<file path="config.mk">
export PLATFORM = sky130hd
export DESIGN_NAME = instruction_fetch_unit
export DESIGN_NICKNAME = d
export VERILOG_FILES = /design/src/rtl/cpu_pkg.sv /design/src/rtl/pc_counter.sv /design/src/rtl/instruction_fetch_unit.sv
export SDC_FILE = /design/constraint.sdc
export NUM_CORES = 1
export LEC_CHECK = 0
export CAP_MARGIN = 40
export CELL_PAD_IN_SITES_DETAIL_PLACEMENT = 0
export CELL_PAD_IN_SITES_GLOBAL_PLACEMENT = 1
export CORE_ASPECT_RATIO = 1.75
export CORE_MARGIN = 2
export CORE_UTILIZATION = 25
export CTS_CLUSTER_DIAMETER = 50
export CTS_CLUSTER_SIZE = 8
export DETAILED_ROUTE_END_ITERATION = 12
export PLACE_DENSITY_LB_ADDON = 0.1
export SYNTH_ARGS = -nofsm -noshare
export SYNTH_HDL_FRONTEND = slang
export SYNTH_HIERARCHICAL = 1
export SYNTH_SLANG_ARGS = --single-unit
</file>
<file path="constraint.sdc">
create_clock -name clk -period 6.1 [get_ports clk]
set_input_delay 1.22 -clock clk [delete_from_list [all_inputs] [get_ports clk]]
set_output_delay 1.22 -clock clk [all_outputs]
set_load 0.02 [all_outputs]
</file>
<file path="src/rtl/cpu_pkg.sv">
// Shared CPU definitions: bus widths, instruction encoding constants and the
// fetch state type used by the instruction front end and the control unit.
package cpu_pkg;

   localparam int          ADDR_W_DEF   = 8;
   localparam int          WORD_W_DEF   = 24;
   localparam int          TIMEOUT_DEF  = 15;
   localparam logic [7:0]  RESET_PC_DEF = 8'h00;

   // Word substituted for a fetch that never got an ack
   localparam logic [23:0] NOP_WORD = 24'h000000;

   localparam logic [7:0] OP_NOP  = 8'h00;
   localparam logic [7:0] OP_LOAD = 8'h01;
   localparam logic [7:0] OP_STORE = 8'h02;
   localparam logic [7:0] OP_ADD  = 8'h03;
   localparam logic [7:0] OP_SUB  = 8'h04;
   localparam logic [7:0] OP_JMP  = 8'h05;
   localparam logic [7:0] OP_CALL = 8'h06;
   localparam logic [7:0] OP_RET  = 8'h07;
   localparam logic [7:0] OP_HALT = 8'hFF;

   typedef enum logic [1:0] {
      IDLE = 2'd0,
      REQ  = 2'd1,
      DONE = 2'd2
   } fetch_state_t;

endpackage

</file>
<file path="src/rtl/pc_counter.sv">
// Program counter: direct load has priority over a single-step increment that
// fires only on the rising edge of the increment level from the control unit.
module pc_counter #(
   parameter int                ADDR_W   = 8,
   parameter logic [ADDR_W-1:0] RESET_PC = '0
) (
   input  logic              clk,
   input  logic              rst,
   input  logic              pc_en,
   input  logic [ADDR_W-1:0] pc_load,
   input  logic              pc_inc,
   output logic [ADDR_W-1:0] pc,
   output logic              pc_changed
);

   logic [ADDR_W-1:0] pc_q, pc_d;
   logic              inc_prev_q, inc_prev_d;
   logic              inc_edge;

   always_comb begin
      inc_edge   = pc_inc & ~inc_prev_q;
      inc_prev_d = pc_inc;
      pc_d       = pc_q;
      pc_changed = 1'b0;
      // A load in the same cycle as an edge swallows the edge
      if (pc_en) begin
         pc_d       = pc_load;
         pc_changed = 1'b1;
      end else if (inc_edge) begin
         pc_d       = pc_q + ADDR_W'(1);
         pc_changed = 1'b1;
      end
   end

   always_ff @(posedge clk or posedge rst) begin
      if (rst) begin
         pc_q       <= RESET_PC;
         inc_prev_q <= 1'b0;
      end else begin
         pc_q       <= pc_d;
         inc_prev_q <= inc_prev_d;
      end
   end

   assign pc = pc_q;

endmodule

</file>
<file path="src/rtl/instruction_fetch_unit.sv">
// Instruction front end: owns PC, MAR and IR and runs a single-outstanding
// req/ack read of instruction memory with an ack-timeout fallback to NOP.
module instruction_fetch_unit
   import cpu_pkg::*;
#(
   parameter int                ADDR_W   = ADDR_W_DEF,
   parameter int                WORD_W   = WORD_W_DEF,
   parameter logic [ADDR_W-1:0] RESET_PC = ADDR_W'(RESET_PC_DEF),
   parameter int                TIMEOUT  = TIMEOUT_DEF
) (
   input  logic              clk,
   input  logic              rst,
   input  logic              PC_en,
   input  logic [ADDR_W-1:0] PC_load,
   input  logic              PC_inc,
   input  logic              MAR_load,
   input  logic              IR_load,
   output logic [ADDR_W-1:0] mem_addr,
   output logic              mem_rd_req,
   input  logic              mem_rd_ack,
   input  logic [WORD_W-1:0] mem_rd_data,
   output logic [WORD_W-1:0] command_word,
   output logic [ADDR_W-1:0] PC_current_value,
   output logic              ReadyRegFlag,
   output logic              fetch_err
);

   localparam int TMR_W = $clog2(TIMEOUT + 1);
   localparam logic [TMR_W-1:0] TMR_LAST = TMR_W'(TIMEOUT - 1);

   fetch_state_t      state_q, state_d;
   logic [ADDR_W-1:0] mar_q, mar_d;
   logic [WORD_W-1:0] fbuf_q, fbuf_d;
   logic [WORD_W-1:0] ir_q, ir_d;
   logic [TMR_W-1:0]  timer_q, timer_d;
   logic              rdy_q, rdy_d;
   logic              err_q, err_d;
   logic              done_q, done_d;
   logic [ADDR_W-1:0] pc;
   logic              pc_changed;

   pc_counter #(
      .ADDR_W   (ADDR_W),
      .RESET_PC (RESET_PC)
   ) u_pc (
      .clk        (clk),
      .rst        (rst),
      .pc_en      (PC_en),
      .pc_load    (PC_load),
      .pc_inc     (PC_inc),
      .pc         (pc),
      .pc_changed (pc_changed)
   );

   always_comb begin
      state_d = state_q;
      mar_d   = mar_q;
      fbuf_d  = fbuf_q;
      ir_d    = ir_q;
      timer_d = timer_q;
      rdy_d   = rdy_q;
      err_d   = err_q;
      done_d  = done_q;
      unique case (state_q)
         IDLE: begin
            // fetch_done blocks re-fetching the same PC while MAR_load stays high
            if (MAR_load && !done_q) begin
               mar_d   = pc;
               rdy_d   = 1'b1;
               timer_d = '0;
               state_d = REQ;
            end
         end
         REQ: begin
            if (mem_rd_ack) begin
               fbuf_d  = mem_rd_data;
               done_d  = 1'b1;
               timer_d = '0;
               state_d = DONE;
            end else if (timer_q == TMR_LAST) begin
               fbuf_d  = WORD_W'(NOP_WORD);
               err_d   = 1'b1;
               done_d  = 1'b1;
               timer_d = '0;
               state_d = DONE;
            end else begin
               timer_d = timer_q + TMR_W'(1);
            end
         end
         DONE: begin
            if (IR_load) begin
               ir_d    = fbuf_q;
               rdy_d   = 1'b0;
               state_d = IDLE;
            end
         end
         default: state_d = IDLE;
      endcase
      // A PC move invalidates the captured word for the next IDLE decision
      if (pc_changed) begin
         done_d = 1'b0;
      end
   end

   always_ff @(posedge clk or posedge rst) begin
      if (rst) begin
         state_q <= IDLE;
         mar_q   <= '0;
         fbuf_q  <= '0;
         ir_q    <= '0;
         timer_q <= '0;
         rdy_q   <= 1'b1;
         err_q   <= 1'b0;
         done_q  <= 1'b0;
      end else begin
         state_q <= state_d;
         mar_q   <= mar_d;
         fbuf_q  <= fbuf_d;
         ir_q    <= ir_d;
         timer_q <= timer_d;
         rdy_q   <= rdy_d;
         err_q   <= err_d;
         done_q  <= done_d;
      end
   end

   assign mem_addr         = mar_q;
   assign mem_rd_req       = (state_q == REQ);
   assign command_word     = ir_q;
   assign PC_current_value = pc;
   assign ReadyRegFlag     = rdy_q;
   assign fetch_err        = err_q;

endmodule
</file>
==> impl_metrics.toml, run 1 <==
[layout]
drive_above_1_share_pct = 19.74
final_cell_mix = "81 x clkdlybuf4s50_1, 73 x dfrtp_1, 29 x mux2_2, 20 x a22o_1"
multiInputGateArea_um2 = 1020
utilization_pct = 36.37
n_antenna_cell = 0
finalNetCount = 341
seqCellArea_um2 = 1853
syn2layout_area_growth_pct = 41.91
fillers = 1145
mostFrequentLayoutCell = "clkdlybuf4s50_1"

[setup_path]
worst_path_largest_cell_delay_ns = 0.64
cp.required_ns = 4.88
critPathCaptureType = "primary output"
crit_fanout = 6
cp_slowest_cell = "clkdlybuf4s50_1"
cp.buffers_inverters = 1
crit_type = "reg -> out"
ff2ff_setup_slack_ns = 4.26
cp-start-kind = "flip-flop"
crit_arrival_ns = 1.68
path_cells = "nor2b_2 -> clkdlybuf4s50_1"
cp_top_family = "buffers and inverters"

[die]
chipWidth_um = 86.36
pin_count = 82
floorplan.die_area_um2 = 12790
fp-row-count = 52
core_area_um2 = 11580
die_y_um = 148.1
initial_core_util_pct = 25.63

[place]
port_buffers = 81
hpwl_um = 4951
place_congestion = 0.7225

[detailed_routing]
via_per_inst = 4.665
post-route-drc-count = 0
dr_total_vias = 2048
drtIter0Drc = 82
first_pass_iters = 4
wl_um = 7190
post_drt_wl_per_cell_um = 16.38
ant_nets = 0

[logic_synthesis]
ys_warn_count = 6
yosysUniqueCellTypes = 38
yosysTopAreaCellShare_pct = 61.55
syn_area_um2 = 2968
synth-compound-area-share_pct = 11.64
synth_fp_nets = 255
synth_seq_area_share_pct = 62.44
synth_simple_gate_area_share_pct = 8.094
yosys-top-cells-area = "dfrtp_1 62%, mux2_2 11%, a22o_1 5.9%"
synth_fa_ha_area_share_pct = 1.265
synthXorXnorAreaFrac_pct = 0.8853
ys_async_sr_fraction_pct = 100.0
synth_top_cell_by_area = "dfrtp_1"
synth_mux_area_share_pct = 12.48
synth_cells = 213
synth_seq_cells = 74
synth-edff-count = 0
synth_top_family_by_area = "multiplexers"
syn_avg_cell_area_um2 = 13.93
synth_flop_cell = "dfrtp_1"

[timing]
setup_tns_ns = 0
max_freq_mhz = 344.2
worst_slew_pin_slew_ns = 0.7700
fin_crit_sh_pct = 47.62
setup_viol = 0
period_needed_ns = 2.905
fin_skew_ns = 0.006192
rsz0062_at_grt = "false"
finalHoldViolCount = 0
drv_slew = 0
slew_headroom_pct = 48.67

[clock_network]
clock_latency_ns = 0.32
numCtsBuffers = 9
clock_path_buffers = 2
cts_setup_buffers = 0
cts_hold_buf = 0
ctsResizeCount = 0
cts-root-buf = "clkbuf_16"
cts-htree-levels = 3
cts_tree = "yes"
clkSinkCount = 74
clk_pin_slew_worst_paths_ns = 0.06

[global_route]
grt_first_pass_wirelength_um = 11580
grt_max_degree = 60
antenna_found_initial = 0
grt_util_all_layers_pct = 11.93
grt_pass1_vias = 2107
overflow = 0

[pwr]
leakage_nw = 1.840
vdd_ir_drop_max_mv = 0.1964
cellPowerDensity_nw_per_um2 = 488.6

[min_path]
min_path_type = "reg -> reg"

[job]
cap_violations = 0

[outcome]
outcome = "finished, final reports clean"
==> sequential cells by signal, summed over array words and instances, names as in the netlist <==
signal	flops
mem_addr	8
u_pc/inc_prev_q	1
done_q	1
command_word	24
ReadyRegFlag	1
fbuf_q	24
u_pc/pc	8
state_q	2
fetch_err	1
timer_q	4
==> worst paths after layout <==
kind	depth (start not counted)	start	to
max	2	state_q[1]	mem_rd_req
min	1	fbuf_q[9]	command_word[9]
max reg2reg	6	timer_q[0]	state_q[1]
min reg2reg	1	fbuf_q[9]	command_word[9]
max in group asynchronous	3	rst	fbuf_q[15]
min in group asynchronous	2	rst	mem_addr[2]
==> synthesized netlist by cell type (4+ instances only) <==
cell type,n
a22o_2,4
nand3_1,7
nand2_1,9
inv_1,10
dfrtp_1,73
or4_1,4
o21ai_0,6
a22o_1,20
buf_2,4
mux2_2,29
==> logic make-up after synthesis <==
| group | after synthesis |
|---|---|
| AO/OA/AOI/OAI | 45 |
| buffers and inverters | 18 |
| flip-flops | 74 |
| multiplexers | 33 |
| adder cells (fa/ha/maj) | 3 |
| XOR/XNOR | 3 |
| AND/OR/NAND/NOR | 37 |
==> metal layers <==
layer	wire (µm)	vias up	GRT usage [%]	part of all wire, %
li1	-	948	-	-
met1	3112	1018	15.14	43
met2	3533	71	18.65	49
met3	389	11	3.219	5.4
met4	155	0	5.781	2.2
met5	0	-	0	0
==> final cells by class <==
cell class	count	share of cell area [%]
tap	135	4.011
inverter	10	0.8913
multi-input combinational	121	24.21
clock inverter	4	1.188
sequential	74	44.00
clock buffer	12	6.090
timing repair buffer	83	19.61
==> worst register-to-register path, cell delays in order, from the launching register on <==
cell and delay [ns]:
dfrtp_1 0.38, inv_1 0.08, ha_1 0.21, and3_1 0.20
o21ai_2 0.36, buf_4 0.34, o21ai_0 0.14
==> report_power, final <==
| group | internal, mW | switching (mW) |
|---|---|---|
| sequential | 0.687 | 0.116 |
| combinational | 0.389 | 0.332 |
| clock | 0.338 | 0.196 |
==> through the flow <==
step           hold WS, ns  total power, mW  cells  setup WS (ns)  instance area, µm²
2_1_floorplan       0.4591            1.223    213          3.255                2968
3_3_place_gp        0.4677            1.541    423          3.300                3905
3_5_place_dp        0.4752            1.546    423          3.307                3905
4_1_cts             0.4866            2.096    439          3.176                4212
5_1_grt             0.5085            2.186    439          3.120                4212
6_report            0.4800            2.058    439          3.195                4212
Note: power is estimated with default switching activity, not from simulation.
==> run 2: changes to the inputs <==
==> constraint.sdc (replaced) <==
create_clock -name clk -period 2.5 [get_ports clk]
set_input_delay 0.5 -clock clk [delete_from_list [all_inputs] [get_ports clk]]
set_output_delay 0.5 -clock clk [all_outputs]
set_load 0.02 [all_outputs]
==> run 2 against run 1 <==
Net effect: combinational power up 140%; critical path type unchanged; global-route usage increased by 0.24 points; clock power grew to 2.6 times the previous value; utilization grew 0.36 points; clock skew rose by 0.0025 ns; count of clock-buffer cells in the layout shrank 2; final cell count grew 0.23%; non-clock buffer count is 1 higher; design area is 0.98% higher.
==> impl_metrics.toml, run 2 (synthesized netlist as in run 1, its figures left out) <==
[outcome]
outcome = "finished, final reports clean"

[clock_network]
clk_pin_slew_worst_paths_ns = 0.06
ctsResizeCount = 0
cts_tree = "yes"
cts_setup_buffers = 0
cts-root-buf = "clkbuf_16"
cts_hold_buf = 0
clock_path_buffers = 2
clock_latency_ns = 0.33
numCtsBuffers = 9
clkSinkCount = 74
cts-htree-levels = 3

[die]
die_y_um = 148.1
pin_count = 82
initial_core_util_pct = 25.63
core_area_um2 = 11580
chipWidth_um = 86.36
fp-row-count = 52
floorplan.die_area_um2 = 12790

[detailed_routing]
post-route-drc-count = 0
via_per_inst = 4.598
ant_nets = 0
drtIter0Drc = 38
post_drt_wl_per_cell_um = 16.29
dr_total_vias = 2023
wl_um = 7168
first_pass_iters = 4

[timing]
rsz0062_at_grt = "false"
max_freq_mhz = 454.7
setup_viol = 0
worst_slew_pin_slew_ns = 0.6117
fin_crit_sh_pct = 87.97
slew_headroom_pct = 59.13
period_needed_ns = 2.199
fin_skew_ns = 0.008740
drv_slew = 0
setup_tns_ns = 0
finalHoldViolCount = 0

[place]
place_congestion = 0.6451
placed_area_um2 = 3925
hpwl_um = 5083
port_buffers = 81

[setup_path]
cp.required_ns = 2.00
worst_path_largest_cell_delay_ns = 0.66
cp-start-kind = "flip-flop"
crit_arrival_ns = 1.70
path_cells = "nor2b_2 -> clkdlybuf4s50_1"
crit_type = "reg -> out"
critPathCaptureType = "primary output"
crit_fanout = 6
cp_slowest_cell = "clkdlybuf4s50_1"
cp_top_family = "buffers and inverters"
cp.buffers_inverters = 1

[global_route]
grt_first_pass_wirelength_um = 11670
grt_max_degree = 32
grt_util_all_layers_pct = 12.17
overflow = 0
antenna_found_initial = 0
grt_pass1_vias = 2215

[pwr]
vdd_ir_drop_max_mv = 0.4161
leakage_nw = 1.859
cellPowerDensity_nw_per_um2 = 1204

[min_path]
min_path_type = "reg -> reg"

[layout]
syn2layout_area_growth_pct = 43.30
fillers = 1156
finalNetCount = 342
mostFrequentLayoutCell = "clkdlybuf4s50_1"
drive_above_1_share_pct = 20.33
finalInstanceArea_um2 = 4253
n_antenna_cell = 0
final_cell_mix = "81 x clkdlybuf4s50_1, 73 x dfrtp_1, 29 x mux2_2, 20 x a22o_1"
utilization_pct = 36.72

[job]
cap_violations = 0
-- run 2: cell count changes in the layout (fill, tap and decap cells not counted) --
cell	previous run	this run
clkbuf_8	2	1
inv_6	0	1
buf_12	0	1
clkbuf_1	1	0
bufinv_16	1	2
-- run 2: metrics by stage --
| step | hold slack [ns] | power, mW | setup slack [ns] | cells |
|---|---|---|---|---|
| floorplan | 0.3279 | 2.983 | 0.3752 | 213 |
| global placement | 0.4425 | 3.763 | 0.4372 | 424 |
| detailed placement | 0.4776 | 3.775 | 0.4269 | 424 |
| CTS | 0.4910 | 5.215 | 0.2639 | 440 |
| global route | 0.5076 | 5.432 | 0.2242 | 440 |
| finish | 0.4743 | 5.120 | 0.3008 | 440 |
-- run 2: metal layers --
layer | wire, µm | track usage (%) | vias up | part of all wire, %
li1 | - | - | 950 | -
met1 | 2836 | 14.03 | 1002 | 40
met2 | 3836 | 20.54 | 62 | 54
met3 | 346 | 3.496 | 9 | 4.8
met4 | 148 | 5.625 | 0 | 2.1
met5 | 0 | 0 | - | 0
-- run 2: area by class of cell --
type	count	area, µm²	area share (%)
Inverter	10	37.54	0.8826
Sequential cell	74	1853	43.57
Clock inverter	6	88.84	2.089
Tap cell	135	168.9	3.972
Clock buffer	10	239.0	5.619
Timing Repair Buffer	84	845.8	19.89
Multi-Input combinational cell	121	1020	23.98
-- run 2: final timing paths --
kind,start,to,slack (ns),depth (start not counted)
worst max register to register,timer_q[0],fbuf_q[8],0.85,6
worst min register to register,fetch_err,fetch_err,0.47,1
worst max-delay path,state_q[1],mem_rd_req,0.30,2
worst min-delay path,fetch_err,fetch_err,0.47,1
min in group asynchronous,rst,u_pc/inc_prev_q,0.51,2
max in group asynchronous,rst,ReadyRegFlag,1.29,3
-- run 2: power breakdown --
part | switching [mW] | total (mW) | internal (mW)
combinational | 0.810 | 1.76 | 0.953
sequential | 0.277 | 1.95 | 1.68
clock | 0.503 | 1.40 | 0.902
total | 1.59 | 5.12 | 3.53
==> run 3: changes to the inputs <==
--- a/config.mk
+++ b/config.mk
@@ -19,3 +19,4 @@
 export SYNTH_HDL_FRONTEND = slang
 export SYNTH_HIERARCHICAL = 1
 export SYNTH_SLANG_ARGS = --single-unit
+export TNS_END_PERCENT = 100
==> results of run 3 <==
No change in the layout: final DEF, timing and power equal those of run 2.
